`src/rtl/ni_param_v2.sv`:
```
// ni_param_v2: GPU network interface between one GPU port and its leaf router.
// Translates GPU IDs to routing addresses and back by adding or replacing the
// header, buffers each direction in a FIFO, and can loop local traffic back.
// It drops flits with invalid destinations and counts them.

// Power-of-two FIFO. Pointers wrap naturally and the count is one bit wider.
module ni_param_v2_fifo #(
    parameter int unsigned DATA_W = 16,
    parameter int unsigned DEPTH  = 8
) (
    input  logic              clk,
    input  logic              reset,
    input  logic              push,
    input  logic [DATA_W-1:0] push_data,
    input  logic              pop,
    output logic [DATA_W-1:0] head_data,
    output logic              empty,
    output logic              full
);
    localparam int unsigned PTR_W = $clog2(DEPTH);
    localparam int unsigned CNT_W = PTR_W + 1;

    logic [PTR_W-1:0]  wr_ptr_q, wr_ptr_d;
    logic [PTR_W-1:0]  rd_ptr_q, rd_ptr_d;
    logic [CNT_W-1:0]  count_q, count_d;
    logic [DATA_W-1:0] mem_q [DEPTH];
    logic [DATA_W-1:0] mem_d [DEPTH];

    assign empty     = (count_q == '0);
    assign full      = (count_q == CNT_W'(DEPTH));
    assign head_data = mem_q[rd_ptr_q];

    // Next pointer, count and storage state; push and pop together keep the count.
    always_comb begin
        wr_ptr_d = wr_ptr_q;
        rd_ptr_d = rd_ptr_q;
        count_d  = count_q;
        mem_d    = mem_q;
        if (push) begin
            mem_d[wr_ptr_q] = push_data;
            wr_ptr_d        = wr_ptr_q + PTR_W'(1);
        end
        if (pop) begin
            rd_ptr_d = rd_ptr_q + PTR_W'(1);
        end
        case ({push, pop})
            2'b10:   count_d = count_q + CNT_W'(1);
            2'b01:   count_d = count_q - CNT_W'(1);
            default: count_d = count_q;
        endcase
    end

    // Pointer and count registers; reset empties the FIFO.
    always_ff @(posedge clk or posedge reset) begin
        if (reset) begin
            wr_ptr_q <= '0;
            rd_ptr_q <= '0;
            count_q  <= '0;
        end else begin
            wr_ptr_q <= wr_ptr_d;
            rd_ptr_q <= rd_ptr_d;
            count_q  <= count_d;
        end
    end

    // Storage needs no reset: entries are only read between push and pop.
    always_ff @(posedge clk) begin
        mem_q <= mem_d;
    end
endmodule

module ni_param_v2 #(
    parameter int unsigned GPU_ID      = 28,
    parameter int unsigned NUM_GPUS    = 32,
    parameter int unsigned DATA_W      = 16,
    parameter int unsigned HEADER_W    = 6,
    parameter int unsigned ADDR_OFFSET = 3,
    parameter int unsigned FIFO_DEPTH  = 8,
    parameter int unsigned LOOPBACK_EN = 1,
    parameter int unsigned ERR_CNT_W   = 8
) (
    input  logic                 clk,
    input  logic                 reset,
    input  logic [DATA_W-1:0]    gpu_data_in,
    input  logic                 gpu_valid_in,
    output logic                 gpu_ready_out,
    output logic [DATA_W-1:0]    gpu_data_out,
    output logic                 gpu_valid_out,
    input  logic                 gpu_ready_in,
    output logic [DATA_W-1:0]    router_data_out,
    output logic                 router_valid_out,
    input  logic                 router_ready_in,
    input  logic [DATA_W-1:0]    router_data_in,
    input  logic                 router_valid_in,
    output logic                 router_ready_out,
    output logic [ERR_CNT_W-1:0] err_bad_dest,
    output logic [ERR_CNT_W-1:0] err_misroute
);
    localparam int unsigned PAY_W = DATA_W - HEADER_W;
    localparam logic [HEADER_W-1:0] OWN_ADDR = HEADER_W'(GPU_ID + ADDR_OFFSET);
    localparam logic [HEADER_W-1:0] OWN_ID   = HEADER_W'(GPU_ID);
    localparam logic [HEADER_W-1:0] OFFSET_H = HEADER_W'(ADDR_OFFSET);

    // FIFO interconnect
    logic              g2r_push, g2r_pop, g2r_empty, g2r_full;
    logic [DATA_W-1:0] g2r_push_data, g2r_head;
    logic              r2g_push, r2g_pop, r2g_empty, r2g_full;
    logic [DATA_W-1:0] r2g_push_data, r2g_head;

    // Output registers and counters
    logic                 rout_valid_q, rout_valid_d;
    logic [DATA_W-1:0]    rout_data_q, rout_data_d;
    logic                 gout_valid_q, gout_valid_d;
    logic [DATA_W-1:0]    gout_data_q, gout_data_d;
    logic [ERR_CNT_W-1:0] bad_dest_q, bad_dest_d;
    logic [ERR_CNT_W-1:0] misroute_q, misroute_d;

    // Ingress decode
    logic [HEADER_W-1:0] g_hdr, r_hdr, head_hdr;
    logic [PAY_W-1:0]    g_pay, r_pay, head_pay;
    logic                g_accept, g_id_ok, r_accept, r_hit, r_push_rtr;
    logic                head_lb, lb_pop, eg_load, gd_load;

    assign g_hdr    = gpu_data_in[DATA_W-1 -: HEADER_W];
    assign g_pay    = gpu_data_in[PAY_W-1:0];
    assign r_hdr    = router_data_in[DATA_W-1 -: HEADER_W];
    assign r_pay    = router_data_in[PAY_W-1:0];
    assign head_hdr = g2r_head[DATA_W-1 -: HEADER_W];
    assign head_pay = g2r_head[PAY_W-1:0];

    assign gpu_ready_out    = !g2r_full;
    assign router_ready_out = !r2g_full;

    // Handshake decode, routing decisions and FIFO control for both directions.
    always_comb begin
        g_accept   = gpu_valid_in && !g2r_full;
        g_id_ok    = (32'(g_hdr) >= 32'd1) && (32'(g_hdr) <= 32'(NUM_GPUS));
        g2r_push   = g_accept && g_id_ok;
        g2r_push_data = {g_hdr + OFFSET_H, g_pay};

        r_accept   = router_valid_in && !r2g_full;
        r_hit      = (r_hdr == OWN_ADDR);
        r_push_rtr = r_accept && r_hit;

        // A loopback head waits behind router traffic and blocks egress meanwhile.
        head_lb = (LOOPBACK_EN != 0) && !g2r_empty && (head_hdr == OWN_ADDR);
        lb_pop  = head_lb && !r_push_rtr && !r2g_full;
        eg_load = !g2r_empty && !head_lb && (!rout_valid_q || router_ready_in);
        g2r_pop = eg_load || lb_pop;

        r2g_push      = r_push_rtr || lb_pop;
        r2g_push_data = r_push_rtr ? {OWN_ID, r_pay} : {OWN_ID, head_pay};
        gd_load       = !r2g_empty && (!gout_valid_q || gpu_ready_in);
        r2g_pop       = gd_load;
    end

    // Next state of both one-entry output registers and the error counters.
    always_comb begin
        rout_valid_d = rout_valid_q;
        rout_data_d  = rout_data_q;
        gout_valid_d = gout_valid_q;
        gout_data_d  = gout_data_q;
        bad_dest_d   = bad_dest_q;
        misroute_d   = misroute_q;

        if (eg_load) begin
            rout_valid_d = 1'b1;
            rout_data_d  = g2r_head;
        end else if (router_ready_in) begin
            rout_valid_d = 1'b0;
        end

        if (gd_load) begin
            gout_valid_d = 1'b1;
            gout_data_d  = r2g_head;
        end else if (gpu_ready_in) begin
            gout_valid_d = 1'b0;
        end

        if (g_accept && !g_id_ok && (bad_dest_q != '1)) begin
            bad_dest_d = bad_dest_q + ERR_CNT_W'(1);
        end
        if (r_accept && !r_hit && (misroute_q != '1)) begin
            misroute_d = misroute_q + ERR_CNT_W'(1);
        end
    end

    // Output registers and counters; reset clears everything.
    always_ff @(posedge clk or posedge reset) begin
        if (reset) begin
            rout_valid_q <= 1'b0;
            rout_data_q  <= '0;
            gout_valid_q <= 1'b0;
            gout_data_q  <= '0;
            bad_dest_q   <= '0;
            misroute_q   <= '0;
        end else begin
            rout_valid_q <= rout_valid_d;
            rout_data_q  <= rout_data_d;
            gout_valid_q <= gout_valid_d;
            gout_data_q  <= gout_data_d;
            bad_dest_q   <= bad_dest_d;
            misroute_q   <= misroute_d;
        end
    end

    assign router_valid_out = rout_valid_q;
    assign router_data_out  = rout_data_q;
    assign gpu_valid_out    = gout_valid_q;
    assign gpu_data_out     = gout_data_q;
    assign err_bad_dest     = bad_dest_q;
    assign err_misroute     = misroute_q;

    ni_param_v2_fifo #(
        .DATA_W (DATA_W),
        .DEPTH  (FIFO_DEPTH)
    ) u_g2r (
        .clk       (clk),
        .reset     (reset),
        .push      (g2r_push),
        .push_data (g2r_push_data),
        .pop       (g2r_pop),
        .head_data (g2r_head),
        .empty     (g2r_empty),
        .full      (g2r_full)
    );

    ni_param_v2_fifo #(
        .DATA_W (DATA_W),
        .DEPTH  (FIFO_DEPTH)
    ) u_r2g (
        .clk       (clk),
        .reset     (reset),
        .push      (r2g_push),
        .push_data (r2g_push_data),
        .pop       (r2g_pop),
        .head_data (r2g_head),
        .empty     (r2g_empty),
        .full      (r2g_full)
    );
endmodule

```
`config.mk`:
```
export PLATFORM = sky130hd
export DESIGN_NAME = ni_param_v2
export DESIGN_NICKNAME = d
export VERILOG_FILES = /design/src/rtl/ni_param_v2.sv
export SDC_FILE = /design/constraint.sdc
export NUM_CORES = 1
export LEC_CHECK = 0
export CAP_MARGIN = 10
export CORE_UTILIZATION = 25
export CTS_BUF_LIST = sky130_fd_sc_hd__clkbuf_4
export DETAILED_ROUTE_END_ITERATION = 8
export PLACE_DENSITY_LB_ADDON = 0.05
export RECOVER_POWER = 50
export SLEW_MARGIN = 20
export SYNTH_ARGS = -nofsm -noshare
export SYNTH_HDL_FRONTEND = slang
export SYNTH_HIERARCHICAL = 1
export SYNTH_SLANG_ARGS = --single-unit
```
`constraint.sdc`:
```
create_clock -name clk -period 5.85 [get_ports clk]
set_input_delay 0.585 -clock clk [delete_from_list [all_inputs] [get_ports clk]]
set_output_delay 0.585 -clock clk [all_outputs]
set_load 0.02 [all_outputs]
```
# Yosys cells after proc, flatten, opt, wreduce, memory -nomap -nowiden
# Index checks and enable logic that the tools add are counted.
# W data, S select, Z words.
dict set report word_totals {
  reg_bits 326
  latch_bits 0
  ramBits 0
  mem_bits_ro 0
  in_bits 38
  output_inout_bits 52
  elab_cells 117
  n_memories 0
}
dict set report classes {
  add_sub_neg 11
  n_mul 0
  div_mod_pow 0
  magnitude_cmp 8
  eq_ne 10
  shifts 0
  muxes 19
  bitwise_logic 4
  n_reduce_logical 37
}
# operator count
set ops {}
lappend ops {{$bwmux W128} 2}
lappend ops {{$bmux W16 S3} 2}
lappend ops {{$demux W16 S3} 2}
lappend ops {{$mux W16} 6}
lappend ops {{$logic_and A1 B1 Y1} 17}
lappend ops {{$add A8 B1 Y8 const B} 2}
lappend ops {{$ge A4 B4 Y1 const B} 4}
lappend ops {{$ne A8 B8 Y1 const B} 2}
lappend ops {{$not A3 Y4} 4}
lappend ops {{$pmux W4 S2} 2}
lappend ops {{$add A3 B1 Y3 const B} 4}
lappend ops {{$eq A6 B5 Y1 const B} 2}
lappend ops {{$logic_not A1 Y1} 10}
lappend ops {{$mux W10} 1}
lappend ops {{$add A4 B1 Y4 const B} 2}
lappend ops {{$eq A4 B4 Y1 const B} 2}
lappend ops {{$logic_not A4 Y1} 2}
lappend ops {{$lt A4 B1 Y1 const B} 2}
lappend ops {{$reduce_bool A2 Y1} 4}
lappend ops {{$sub A4 B1 Y4 const B} 2}
lappend ops {{$add A6 B2 Y6 const B} 1}
lappend ops {{$ge A6 B1 Y1 const B} 1}
lappend ops {{$le A6 B6 Y1 const B} 1}
lappend ops {{$eq A2 B1 Y1 const B} 2}
lappend ops {{3 further kinds} 10}

# Depth between registers and ports, before layout
dict set report logic_depth {
  word_depth 12
  ltp_mapped 15
  mapped_depth_nobuf 13
}

# Hierarchy
# The synthesis kept the hierarchy.
# mod n_inst cells_each area_per_inst_um2 seq_area_each_um2
set modules_own_cells {}
lappend modules_own_cells {{ni_param_v2_fifo (u_r2g)} 1 247 5536.6 4093.9}
lappend modules_own_cells {{ni_param_v2_fifo (u_g2r)} 1 247 5530.3 4093.9}
lappend modules_own_cells {ni_param_v2 1 190 2413.6 1251.2}

# Least setup slack after synthesis
# No wires, ideal clock.
dict set report synth_path {
  path_kind {register -> register}
  startpoint {reg u_g2r.rd_ptr_q[0]}
  endpoint {reg u_g2r.count_q[3]}
  setup_time_ps 90
  arrival_time_ps 3763
  required_time_ps 5760
  slack_ps 1997
  path_stages_with_launch 15
  n_path_buf 4
  synth_period_minus_slack_ps 3853
  cell_sequence {dfrtp_1 buf_6 buf_6 mux4_1 mux2_2 nand4_1 nor3b_1 nor3_2 buf_2 o21bai_1 ha_1 buf_2 or4b_2 a21o_1 o221ai_1}
}
dict set report synth_between {
  elab_chain_cells 12
  elab_cells_between_ends 16
  cone_classes {eq/ne (3); mux (4); bitwise (1); reduce/logical (8)}
}
# item line_no
set synth_lines {}
lappend synth_lines {{start: declaration} 24} ;# logic [PTR_W-1:0] rd_ptr_q, rd_ptr_d;
lappend synth_lines {{start signal: assignment} 61} ;# rd_ptr_q <= rd_ptr_d;
lappend synth_lines {{$not A3 Y4 (not written as such) (*)} 31} ;# assign head_data = mem_q[rd_ptr_q];
lappend synth_lines {{$bmux W16 S3 (*)} 31}
lappend synth_lines {{$mux W16 (not written as such) (*) (2 in a row)} 31}
lappend synth_lines {{net g2r_head[12]} 106} ;# logic [DATA_W-1:0] g2r_push_data, g2r_head;
lappend synth_lines {{$eq A6 B5 Y1 (*)} 146} ;# head_lb = (LOOPBACK_EN != 0) && !g2r_empty && (head_hdr == OWN_ADDR);
lappend synth_lines {{$logic_and A1 B1 Y1 (*)} 146}
lappend synth_lines {{$logic_not A1 Y1} 148} ;# eg_load = !g2r_empty && !head_lb && (!rout_valid_q || router_ready_in);
lappend synth_lines {{$logic_and A1 B1 Y1 (2 in a row)} 148}
lappend synth_lines {{$logic_or A1 B1 Y1 (*)} 149} ;# g2r_pop = eg_load || lb_pop;
lappend synth_lines {{net g2r_pop} 105} ;# logic g2r_push, g2r_pop, g2r_empty, g2r_full;
lappend synth_lines {{$eq A2 B1 Y1 or $eq A2 B2 Y1 (tied branches)} 46} ;# case ({push, pop})
lappend synth_lines {{$pmux W4 S2 or $reduce_bool A2 Y1 (tied branches)} n/a}
lappend synth_lines {{end signal: assignment} 62} ;# count_q <= count_d;
lappend synth_lines {{end: declaration} 25} ;# logic [CNT_W-1:0] count_q, count_d;
# The timed path passes the listed nets; every way through them passes the cells marked *. The select of a mux whose other input is x is not followed.
# A chain may end at the register's enable or synchronous reset.

# Final worst setup path
# Ends and elaborated chain as after synthesis.

==> out/metrics.yaml <==
nFillCells: 5187
synth_warnings: 6
synth.lib_cells_used.distinct: 48
worst-slew-pin-transition_ns: 1.81
register_area_mm2: 0.00944
antenna_left: 0
routabilityCongestion: 0.746
period_minus_slack_ns: 4.51
core_mm2: 0.0529
syn_inst: 684
grt_pass1_wl_um: 47900
cts_setup_buffers: 0
rsz0062_at_grt: "false"
clock_latency_ns: 0.78
finalCritPeriodShare_pct: 77.1
cts_buffers: 94
vdd_drop_max_v: 0.000176
vias: 7195
endpoint_kind: "register"
critPathKind: "reg2reg"
cts.path.max_buffers: 3
leakagePower_nw: 5.99
ys_ff_latch: 326
p_per_area_mw_per_mm2: 471
layout.nets: 968
cts_tree: "built"
numPortBuffers: 89
gr-total-overflow: 0
hold_path_class: "in2async"
fin_util_pct: 31.5
start_kind: "register"
crit_start: "u_g2r/rd_ptr_q[0]"
die_h_um: 234
hold_viol: 0
required_ns: 6.48
clk_pin_slew_worst_paths_ns: 0.06
boundaryPins: 90
rows: 84
final.setup.tns_ns: 0
setup_viol: 0
viasPerCell: 4.27
wl_um: 32300
start_util_pct: 25.5
wl_per_cell_um: 19.1
synth_ff_type: "edfxtp_1"
fmax_ghz: 0.222
finClkSkew_ns: 0.0436
layout-drive-gt1-share_pct: 26.3
slew_headroom_pct: -20.8
drt_pass1_iterations: 6
violations: "design-rule violations, max-capacitance violations, max-slew violations"
areaGrowthSynthToFinish_pct: 23.6
r2r_end: "u_g2r/count_q[3]"
cts_num_sinks: 326
grt_usage_pct: 12.2
dieArea_mm2: 0.0549
grt_max_degree: 35
drc_errors: 2
async_flop_share_pct: 21.5
cts_hold_buffers: 0
seq_area_frac_synth_pct: 70.0
drtIter0Drc: 246
endpoint: "u_g2r/count_q[3]"
cts-root-buf: "clkbuf_4"
rr_worst_depth: 10
r2r-start: "u_g2r/rd_ptr_q[0]"
multi_input_area_mm2: 0.00396
grt_pass1_vias: 7891
status: "finished with violations"
synth_edf_count: 256
drv_cap: 1
synth_area_per_cell_um2: 19.7
dp_hpwl_um: 20000
r2r_slack_ns: 1.34
drv_slew: 26
cts.repair.resized: 0
arrival_ns: 5.14
htree_levels: 3
syn_area_mm2: 0.0135
total_power_mw: 7.84
grt_antenna_before_repair: 1
die_w_um: 234
cp_max_fo: 20
## sequential cells by signal, summed over array words and instances, names as in the netlist, 3 cells and up
signal and flops:
u_g2r/mem_q 128, u_r2g/mem_q 128, gpu_data_out 16, router_data_out 16, err_bad_dest 8, err_misroute 8, u_g2r/count_q 4, u_r2g/count_q 4
u_g2r/rd_ptr_q 3, u_g2r/wr_ptr_q 3, u_r2g/rd_ptr_q 3, u_r2g/wr_ptr_q 3
## metrics by stage
step	hold slack, ns	setup slack [ns]	cell area (um^2)	std cells
after floorplan	0.425	2.00	13700	730
after global placement	0.472	1.52	15400	1505
after detailed placement	0.479	1.27	15500	1507
after CTS	0.107	1.23	16700	1682
after global routing	0.246	0.946	16700	1684
final	0.311	1.34	16700	1686
## power by group
part           leakage (nW)  total (mW)  switching, mW  internal (mW)
registers              3.13        3.39          0.405           2.98
clock network         0.749        2.15          0.959           1.19
logic                  2.11        2.30           1.14           1.17
total                  5.99        7.84           2.50           5.34
## area by class of cell
cell class | instances | area share [%]
clock buffer | 149 | 6.71
tap | 688 | 5.17
clock inverter | 26 | 0.751
antenna | 4 | 0.0601
timing repair buffer | 117 | 6.49
inverter | 19 | 0.428
multi-input combinational | 357 | 23.7
sequential | 326 | 56.7
## worst min-delay path by stage
stage                                     to  slack, ns          startpoint
after floorplan             u_g2r/count_q[0]       0.43               reset
after global placement    router_data_out[4]       0.47  router_data_out[4]
after detailed placement  router_data_out[3]       0.48  router_data_out[3]
after CTS                  u_r2g/wr_ptr_q[0]       0.11               reset
after global routing       u_r2g/wr_ptr_q[0]       0.25               reset
final                      u_r2g/wr_ptr_q[2]       0.31               reset
## cell usage in the layout (no fill, tap or decap), types with 4 or more instances in the layout
master             n
nor2_1            18
nand2b_1           8
conb_1            48
ha_1              15
dfrtp_1           68
mux4_2            14
nor3_1             8
clkbuf_4         149
nand2_1           16
xnor2_1           13
clkdlybuf4s50_1   26
inv_1             18
diode_2            4
edfxtp_1         256
mux2_1            24
buf_4             18
xor2_1            17
a2111oi_0          4
clkbuf_1           8
mux4_1            50
dlygate4sd3_1     63
nor2b_1            4
mux2_2            60
nand4_1            4
clkinv_1          22
## critical path: stages (launching register included)
cell,delay (ns)
dfrtp_1,0.88
buf_4,0.47
mux4_1,0.30
mux2_2,0.16
nor3b_1,0.51
nand2_1,0.15
o21bai_1,0.45
ha_1,0.36
or3b_1,0.39
a2111oi_0,0.47
o221ai_1,0.21
## cell usage after synthesis, types with 3 or more instances
cell type	count	share of area [%]
xnor2_1	13	0.84
mux4_1	50	9.7
edfxtp_1	256	57
nand2b_1	8	0.37
a21oi_1	4	0.15
nor2b_1	4	0.19
nand2_1	16	0.45
nand3_1	3	0.11
nor4_1	3	0.14
buf_2	11	0.41
mux2_1	21	1.8
nor3_1	11	0.41
ha_1	15	1.4
nor4b_1	3	0.19
o21ai_0	3	0.11
nor3b_1	3	0.17
clkbuf_1	5	0.14
buf_6	10	0.84
mux4_2	14	2.3
nor2_1	18	0.50
mux2_2	63	5.3
dfrtp_1	70	13
inv_1	18	0.50
xor2_1	17	1.1
a2111oi_2	3	0.33
nand4_1	4	0.19
## kinds of logic (layout without fill, tap and decap cells)
family,count (synthesis),in the layout,share of synthesized area (%)
DFF,326,326,70.0
muxes,150,150,19.3
other,2,52,0.0557
and+or+nand+nor,87,87,3.65
xor gates and xnor gates,30,30,1.95
AOI/OAI and AO/OA,27,27,1.72
adders and majority gates,15,15,1.39
buffers and inverters,47,311,1.97
## metal layers
metal	share of wire [%]	global-route usage (%)	vias up
li1	-	-	3269
met3	4.4	3.51	88
met4	3.0	5.50	0
met1	41	13.9	3666
met2	52	21.1	172
met5	0	0	-
Note: power is estimated with default switching activity, not from simulation.
